==> src/rtl/hazard_ctrl_unit.sv <==
// hazard_ctrl_unit: issue/branch/flush hazard control with starvation-protected memory-port arbitration
module hazard_ctrl_unit #(
  parameter int NUM_RS = 2,
  parameter int NUM_WB = 3,
  parameter int MAX_BR = 1,
  parameter int STARVE_LIMIT = 4,
  parameter int FLUSH_HOLD = 1,
  localparam int RS_SEL_W = (NUM_RS > 1) ? $clog2(NUM_RS) : 1,
  localparam int BR_W = $clog2(MAX_BR + 1),
  localparam int ST_W = $clog2(STARVE_LIMIT + 1),
  localparam int FH_W = (FLUSH_HOLD > 0) ? $clog2(FLUSH_HOLD + 1) : 1
) (
  input  logic                clock,
  input  logic                reset,
  input  logic                rob_full,
  input  logic [NUM_RS-1:0]   rs_full,
  input  logic                is_valid_inst,
  input  logic [RS_SEL_W-1:0] is_rs_sel,
  input  logic                is_branch,
  input  logic                br_resolve,
  input  logic                br_mispredict,
  input  logic [NUM_WB-1:0]   wb_valid,
  input  logic [NUM_WB-1:0]   wb_written,
  input  logic                commit_wr_mem,
  input  logic                lb_rd_req,
  output logic                if_enable,
  output logic                if_is_enable,
  output logic                if_is_flush,
  output logic                rob_enable,
  output logic [NUM_RS-1:0]   rs_enable,
  output logic [NUM_WB-1:0]   wb_enable,
  output logic [NUM_WB-1:0]   exec_stall,
  output logic                lb_mem_grant,
  output logic                if_mem_grant,
  output logic [BR_W-1:0]     br_pending_cnt,
  output logic                flush_busy
);
  typedef enum logic {RUN, FLUSH} state_t;
  localparam logic [FH_W-1:0] HOLD_LOAD = FH_W'(FLUSH_HOLD > 0 ? FLUSH_HOLD - 1 : 0);
  state_t state, state_nxt;
  logic [FH_W-1:0] hold, hold_nxt;
  logic [ST_W-1:0] starve_cnt, starve_nxt;
  logic [BR_W-1:0] br_nxt;
  logic [NUM_RS-1:0] rs_hit;
  logic mispredict_now, is_stall, issue, br_full, starve_hit, inc, dec, mp_go;
  for (genvar k = 0; k < NUM_RS; k++) begin : g_rs
    assign rs_hit[k] = is_rs_sel == RS_SEL_W'(k);
  end
  assign wb_enable = ~wb_valid | wb_written;
  assign exec_stall = ~wb_enable;
  assign mispredict_now = br_resolve & br_mispredict;
  assign br_full = br_pending_cnt == BR_W'(MAX_BR);
  assign is_stall = rob_full | |(rs_hit & rs_full) | ~|rs_hit | br_full | flush_busy;
  assign issue = ~is_stall & is_valid_inst & ~mispredict_now;
  assign rob_enable = issue;
  assign rs_enable = {NUM_RS{issue}} & rs_hit;
  assign if_is_enable = ~is_stall;
  assign starve_hit = starve_cnt == ST_W'(STARVE_LIMIT);
  assign if_mem_grant = ~commit_wr_mem & ~(lb_rd_req & ~starve_hit);
  assign lb_mem_grant = lb_rd_req & ~commit_wr_mem & ~starve_hit;
  assign if_enable = if_mem_grant & (~is_stall | flush_busy | mispredict_now);
  assign if_is_flush = mispredict_now | (~if_mem_grant & ~is_stall);
  assign inc = issue & is_branch;
  assign dec = br_resolve;
  assign mp_go = mispredict_now & (FLUSH_HOLD > 0);
  always_comb begin
    br_nxt = mispredict_now ? '0 :
             (inc & ~dec & ~br_full) ? br_pending_cnt + BR_W'(1) :
             (dec & ~inc & br_pending_cnt != '0) ? br_pending_cnt - BR_W'(1) : br_pending_cnt;
    starve_nxt = if_mem_grant ? '0 : (lb_mem_grant & ~starve_hit) ? starve_cnt + ST_W'(1) : starve_cnt;
  end
  always_ff @(posedge clock) begin
    if (reset) begin
      state <= RUN;
      hold <= '0;
      br_pending_cnt <= '0;
      starve_cnt <= '0;
    end else begin
      state <= state_nxt;
      hold <= hold_nxt;
      br_pending_cnt <= br_nxt;
      starve_cnt <= starve_nxt;
    end
  end
  always_comb begin
    state_nxt = mp_go ? FLUSH : (state == FLUSH && hold == '0) ? RUN : state;
    hold_nxt = mp_go ? HOLD_LOAD : (state == FLUSH && hold != '0) ? hold - FH_W'(1) : hold;
  end
  always_comb begin
    flush_busy = state == FLUSH;
  end
endmodule
==> config.mk <==
export PLATFORM = sky130hd
export DESIGN_NAME = hazard_ctrl_unit
export DESIGN_NICKNAME = d
export VERILOG_FILES = /design/src/rtl/hazard_ctrl_unit.sv
export SDC_FILE = /design/constraint.sdc
export NUM_CORES = 1
export LEC_CHECK = 0
export CORE_AREA = 10 10 47 49
export DETAILED_ROUTE_END_ITERATION = 12
export DIE_AREA = 0 0 57 59
export PLACE_DENSITY = 0.73
export SYNTH_ARGS = -nofsm -noshare
export SYNTH_HDL_FRONTEND = slang
export SYNTH_SLANG_ARGS = --single-unit
export TNS_END_PERCENT = 50
==> constraint.sdc <==
create_clock -name clock -period 2.5 [get_ports clock]
set_input_delay 0.5 -clock clock [delete_from_list [all_inputs] [get_ports clock]]
set_output_delay 0.5 -clock clock [all_outputs]
set_load 0.005 [all_outputs]
==> results.sh <==
export IMPL_drt_total_wl_um=1474
export IMPL_r2r_cells=5
export IMPL_grt_use_met3=0.05579
export IMPL_fin_crit_sh=0.9483
export IMPL_tritoncts="built"
export IMPL_drtIter0Drc=5
export IMPL_crit_fanout=3
export IMPL_setup_viol=0
export IMPL_final_util=0.5866
export IMPL_grtUsageTotal=0.08845
export IMPL_ios=34
export IMPL_synth_common_cells="inv_1, dfxtp_1"
export IMPL_min_path_type="flip-flop to flip-flop"
export IMPL_synth_warnings=0
export IMPL_core_area_um2=1401
export IMPL_num_rows=14
export IMPL_tightest_slew_ns=0.2608
export IMPL_area_delta_synth_final_pct=116.8
export IMPL_portBuffers=33
export IMPL_grt_start_max_net_pins=7
export IMPL_die_y_um=59
export IMPL_p_sw_frac=0.2488
export IMPL_cp_buffers_inverters=3
export IMPL_synth_area_top_cells="dfxtp_1, nand2b_1, inv_1"
export IMPL_gp_congestion=0.7586
export IMPL_rrSetupSlack_ns=1.41
export IMPL_ys_ff_latch=6
export IMPL_synth_top_area_frac=0.3168
export IMPL_seq_power_share=0.352
export IMPL_layout_nets=117
export IMPL_peakVddDrop_mv=0.2605
export IMPL_finalPower_w=0.0002838
export IMPL_hold_end="flush_busy$_SDFFE_PP0P_"
export IMPL_critPathKind="primary input to output pin"
export IMPL_synth_edf_count=0
export IMPL_reg2reg_from="starve_cnt[0]$_SDFFE_PP0P_"
export IMPL_gr_usage_met1=0.09964
export IMPL_cts_buffers=3
export IMPL_via_per_inst=4.838
export IMPL_start_util=0.2705
export IMPL_synth_xor_area_share=0
export IMPL_dp_hpwl_um=1206
export IMPL_synth_ff_type="dfxtp_1"
export IMPL_rsz0062_at_grt="false"
export IMPL_routed_via_count=537
export IMPL_p_leak_nw=0.3828
export IMPL_use_met2=0.1240
export IMPL_hold_start="hold$_SDFFE_PP0P_"
export IMPL_required_ns=2.00
export IMPL_synth_seq_area_share=0.3168
export IMPL_cts_hold_buf=0
export IMPL_synth_compound_area_share=0.1815
export IMPL_p_int_w=0.0002132
export IMPL_powerDensity_nw_per_um2=345.3
export IMPL_syn_area_um2=379.1
export IMPL_max_freq_mhz=421.8
export IMPL_end_kind="output pin"
export IMPL_dp_cells=105
export IMPL_critPathMaxStageDelay_ns=0.50
export IMPL_cp_start_kind="primary input"
export IMPL_gr_max_usage_layer="met2"
export IMPL_switching_power_w=0.00007062
export IMPL_synth_most_common_cell="inv_1"
export IMPL_die_width_um=57
export IMPL_timing_final_max_slew_violations=0
export IMPL_yosys_mux_area_fraction=0.02640
export IMPL_htreeDepth=1
export IMPL_crit_cells=5
export IMPL_grt_pass1_vias=537
export IMPL_cts_sinks=6
export IMPL_crit_chain="clkdlybuf4s50_1, a21oi_2, nand4_1, inv_1, clkdlybuf4s50_1"
export IMPL_r2r_end="starve_cnt[2]$_SDFFE_PP0P_"
export IMPL_antenna_found_initial=0
export IMPL_grt_overflow=0
export IMPL_relSlewSlack=0.8256
export IMPL_cpLargestDelayFamily="buffers and inverters"
export IMPL_worstSkewPairLatency_ns=0.25
export IMPL_cp_common_cell="clkdlybuf4s50_1"
export IMPL_clk_pin_slew_ns=0.05
export IMPL_clockRootBuffer="clkbuf_4"
export IMPL_cpMaxStageDelayCell="clkdlybuf4s50_1"
export IMPL_crit_arrival_ns=1.87
export IMPL_die_area_um2=3363
export IMPL_drv_cap=0
export IMPL_final_cells=111
export IMPL_clockBufferDepth=2
export IMPL_hold_viol=0
export IMPL_drc=0
export IMPL_async_flop_share=0
export IMPL_drtPass1Iterations=4
export IMPL_syn_num_nets=70
export IMPL_drive_above_1_share=0.1789
export IMPL_hold_depth=2
export IMPL_n_antenna_cell=0
export IMPL_synth_top_area_cell="dfxtp_1"
export IMPL_finClkSkew_ns=0.00006375
export IMPL_wl_per_cell_um=13.28
export IMPL_grt_pass1_wl_um=2421
export IMPL_pwr_share_comb=0.320
export IMPL_syn_inst=50
export IMPL_yosys_area_share_simple=0.3399
export IMPL_syn_area_per_cell_um2=7.582
export IMPL_synth_top_family_by_area="simple AND/OR/NAND/NOR gates"
export IMPL_pwr_share_clk=0.327
export IMPL_layout_min_cycle_time_ns=2.371
export IMPL_synth_distinct_cells=20
export IMPL_synthAdderAreaFrac=0.06601
export IMPL_final_antenna_net_count=0
export IMPL_status="finished, final reports clean"
==> stage by stage <==
stage	hold slack, ns	setup TNS, ns	area (um^2)	setup WS (ns)
final	0.4638	0	822.0	0.1291
after global routing	0.5005	0	822.0	0.03877
after CTS	0.4704	0	805.8	0.05802
after detailed placement	0.4575	-0.5669	774.5	-0.2027
after global placement	0.4548	-0.4427	774.5	-0.1675
after floorplan	0.4260	0	379.1	0.8999
==> registers in the layout, summed over array words and instances (netlist names) <==
name and flops:
starve_cnt 3, flush_busy 1, hold 1, br_pending_cnt 1
==> layout by cell type, fill, tap and decap left out, types with 2 or more instances in the layout <==
master           synthesis  routed
a21oi_1                  5       4
and2_1                   2       2
buf_4                    0       9
clkbuf_4                 0       3
clkdlybuf4s50_1          0      27
dfxtp_1                  6       6
dlygate4sd2_1            0       4
ha_1                     2       2
inv_1                    7       7
nand2_1                  5       5
nand2b_1                 5       5
nand4_1                  2       2
nor2_1                   5       4
==> final cells by class <==
type                    count  area, um^2
inverters                   7       26.28
multi-input cells          37       242.7
fillers                   132       579.3
well taps                  16       20.02
repair buffers             42       390.4
clock buffers               3       22.52
flip-flops and latches      6       120.1
==> power groups by stage <==
| stage | Clock [W] | Sequential, W | Combinational, W |
|---|---|---|---|
| after floorplan | 0 | 0.000101 | 0.0000216 |
| after global placement | 0 | 0.000102 | 0.0000863 |
| after detailed placement | 0 | 0.000102 | 0.0000878 |
| after CTS | 0.0000957 | 0.0000999 | 0.0000892 |
| after global routing | 0.000103 | 0.000100 | 0.0000997 |
| final | 0.0000928 | 0.000100 | 0.0000910 |
==> layer usage <==
metal	wire length, um	share of wire	vias to the layer above
met5	0	0	-
met4	38	0.026	0
met3	191	0.13	4
met2	576	0.39	30
met1	668	0.45	242
li1	-	-	261
==> timing repair <==
| item | in CTS | in global routing |
|---|---|---|
| pin swaps | 3 | 2 |
| hold endpoints to repair | 0 | 0 |
| setup endpoints to repair | 6 | 2 |
| resized for setup | 9 | 3 |
| setup buffers | 2 | 1 |
==> how the worst max path moves through the flow <==
| stage | startpoint | endpoint | slack, ns |
|---|---|---|---|
| 2_1_floorplan | is_rs_sel | if_is_flush | 0.90 |
| 3_3_place_gp | is_rs_sel | if_is_flush | -0.17 |
| 3_5_place_dp | is_rs_sel | if_is_flush | -0.20 |
| 4_1_cts | br_resolve | rs_enable[1] | 0.06 |
| 5_1_grt | rs_full[1] | rob_enable | 0.04 |
| 6_report | br_resolve | rob_enable | 0.13 |
==> worst register-to-register path, delay by kind of cell (launching register included) <==
kind / cells / cell delay [ns]
DFF: 1 / 0.35
AOI/OAI and AO/OA: 2 / 0.21
adders and majority gates: 1 / 0.21
and+or+nand+nor: 1 / 0.18
buffers and inverters: 1 / 0.07
==> logic make-up after synthesis <==
kind of cell / after synthesis
DFF: 6
buffers and inverters: 7
AOI/OAI and AO/OA: 10
muxes: 1
adders and majority gates: 2
and+or+nand+nor: 24
(Power assumes the default switching activity.)
==> patch, RTL diff (same settings) <==
`NUM_WB`: 3 -> 6.
--- a/src/rtl/hazard_ctrl_unit.sv
+++ b/src/rtl/hazard_ctrl_unit.sv
@@ -1,7 +1,7 @@
 // hazard_ctrl_unit: issue/branch/flush hazard control with starvation-protected memory-port arbitration
 module hazard_ctrl_unit #(
   parameter int NUM_RS = 2,
-  parameter int NUM_WB = 3,
+  parameter int NUM_WB = 6,
   parameter int MAX_BR = 1,
   parameter int STARVE_LIMIT = 4,
   parameter int FLUSH_HOLD = 1,
Ports: changed (resized exec_stall, wb_enable, wb_valid and wb_written); port bits go from 34 to 46. The function was not compared with the original's and may differ.
==> patch against the unedited design <==
Cell area is 16% higher; maximum frequency down 1.9%; sequential cell count unchanged; wire length is 16% higher; synthesized area up 7.9%; setup slack lost 45 ps; power increased by 5.2%.
==> patch: results (changes against the unedited design) <==
| Metric | Value |
|---|---|
| Slowest cell delay on critical path | 520 ps (was 500 ps) |
| Top cells by count, synth | inv_1 (10), nand2b_1 (8), dfxtp_1 (6) (was inv_1 (7), dfxtp_1 (6)) |
| Register area | 120 um^2 (unchanged) |
| Placed Area | 925 um^2 (was 774 um^2) |
| Grt met1 use | 0.135 (was 0.0996) |
| Routed wl met3 | 253 um (was 191 um) |
| Top reg by flops | starve_cnt (unchanged) |
| Arr. time, crit path | 1920 ps (was 1870 ps) |
| ClkCell Share | 0.0237 (was 0.0274) |
| R2R cell count | 4 (was 5) |
| Clk_skew | 3.19 ps (was 0.0638 ps) |
| Fraction of area in multi-input gates | 0.272 (was 0.295) |
| Die W | 57 um (unchanged) |
| Gate power share | 0.368 (was 0.320) |
| Met2 WL post-DR | 589 um (was 576 um) |
| Met3 GRT Util | 0.0558 (unchanged) |
| Status | completed (unchanged) |
| Clock Latency Late Sink | 240 ps |
| Vias per inst | 4.67 (was 4.84) |
| Asr flop ratio synth | 0 (unchanged) |
| Slew HR | 0.849 (was 0.826) |
| CTS Root Cell | clkbuf_4 (unchanged) |
| Compound-Gate Fraction of Synth Area | 0.168 (was 0.182) |
| Largest cells by area after synthesis | dfxtp_1 (29%), nand2b_1 (12%), inv_1 (9.2%) (was dfxtp_1 (32%), nand2b_1 (8.3%), inv_1 (6.9%)) |
| Fillcell total | 130 (was 132) |
| Hold Slack | 448 ps (was 464 ps) |
| Pre-antenna DRT Iters | 4 (unchanged) |
| Post-Synth Adder-Cell Area | 0.0612 (was 0.0660) |
| Initial antenna violation count | 0 (unchanged) |
| Nets | 138 (was 117) |
| DR top layer | met4 (unchanged) |
| Signal buffers | 51 (was 42) |
| GP Congestion | 0.727 (was 0.759) |
| Comb_multi_in | 40 (was 37) |
| Syn_nets | 82 (was 70) |
| Fraction of layout cells with a size suffix above 1 | 0.109 (was 0.179) |
| Wire length on met1 | 856 um (was 668 um) |
| DP HPWL | 1520 um (was 1210 um) |
| NetSw | 0.0705 mW (was 0.0706 mW) |
| Reg-to-reg slack, setup | 1400 ps |
| Post-synthesis mux area share | 0.0245 (was 0.0264) |
| Tot GR Track Use | 0.0980 (was 0.0885) |
| Register area share after synthesis | 0.294 (was 0.317) |
| Leakage power figure | 0.445 nW (was 0.383 nW) |
| Max IR drop VDD | 0.000390 V (was 0.000260 V) |
| Hold depth | 2 (unchanged) |
| Utilization after layout | 0.679 (was 0.587) |
| Met2 usage | 0.118 (was 0.124) |
| Non-clk buf share | 0.518 (was 0.475) |
| Nonclk inv count | 10 (was 7) |
| First-pass GRT wire length | 2690 um (was 2420 um) |
| Final wirelength | 1710 um (was 1470 um) |
| Number of global-route vias before repair | 533 (was 537) |
| Port Buffers | 45 (was 33) |
| Power Sequential | 0.100 mW (about the same) |
| Postcts setup bufs | 0 (was 2) |
| Critical path's slowest cell | clkdlybuf4s50_1 (unchanged) |
patch: changes by cell type in the layout (fill, tap and decap cells not counted), moves of 3 or more:
cell / before / now
nand2b_1: 5 / 8
clkdlybuf4s50_1: 27 / 40
inv_1: 7 / 10
buf_4: 9 / 6
patch: what timing repair did:
action                                  in CTS  in global routing
endpoints found under the setup margin       6                  2
hold buffers                                 0                  0
resized for setup                            5                  3
pin swaps                                    2                  0
patch: path summary, 6_finish.rpt:
check,to,startpoint
worst max-delay path,if_enable,rs_full[1]
worst min-delay path,flush_busy$_SDFFE_PP0P_,hold$_SDFFE_PP0P_
worst max register to register,br_pending_cnt$_SDFFE_PP0P_,flush_busy$_SDFFE_PP0P_
worst min register to register,flush_busy$_SDFFE_PP0P_,hold$_SDFFE_PP0P_
patch: metrics by stage:
step	setup WS, ps	std cells	power [mW]
after floorplan	900	56	0.127
after global placement	-105	123	0.212
after detailed placement	-214	123	0.213
after CTS	55.1	126	0.301
after global routing	3.19	126	0.316
final	84.1	126	0.299
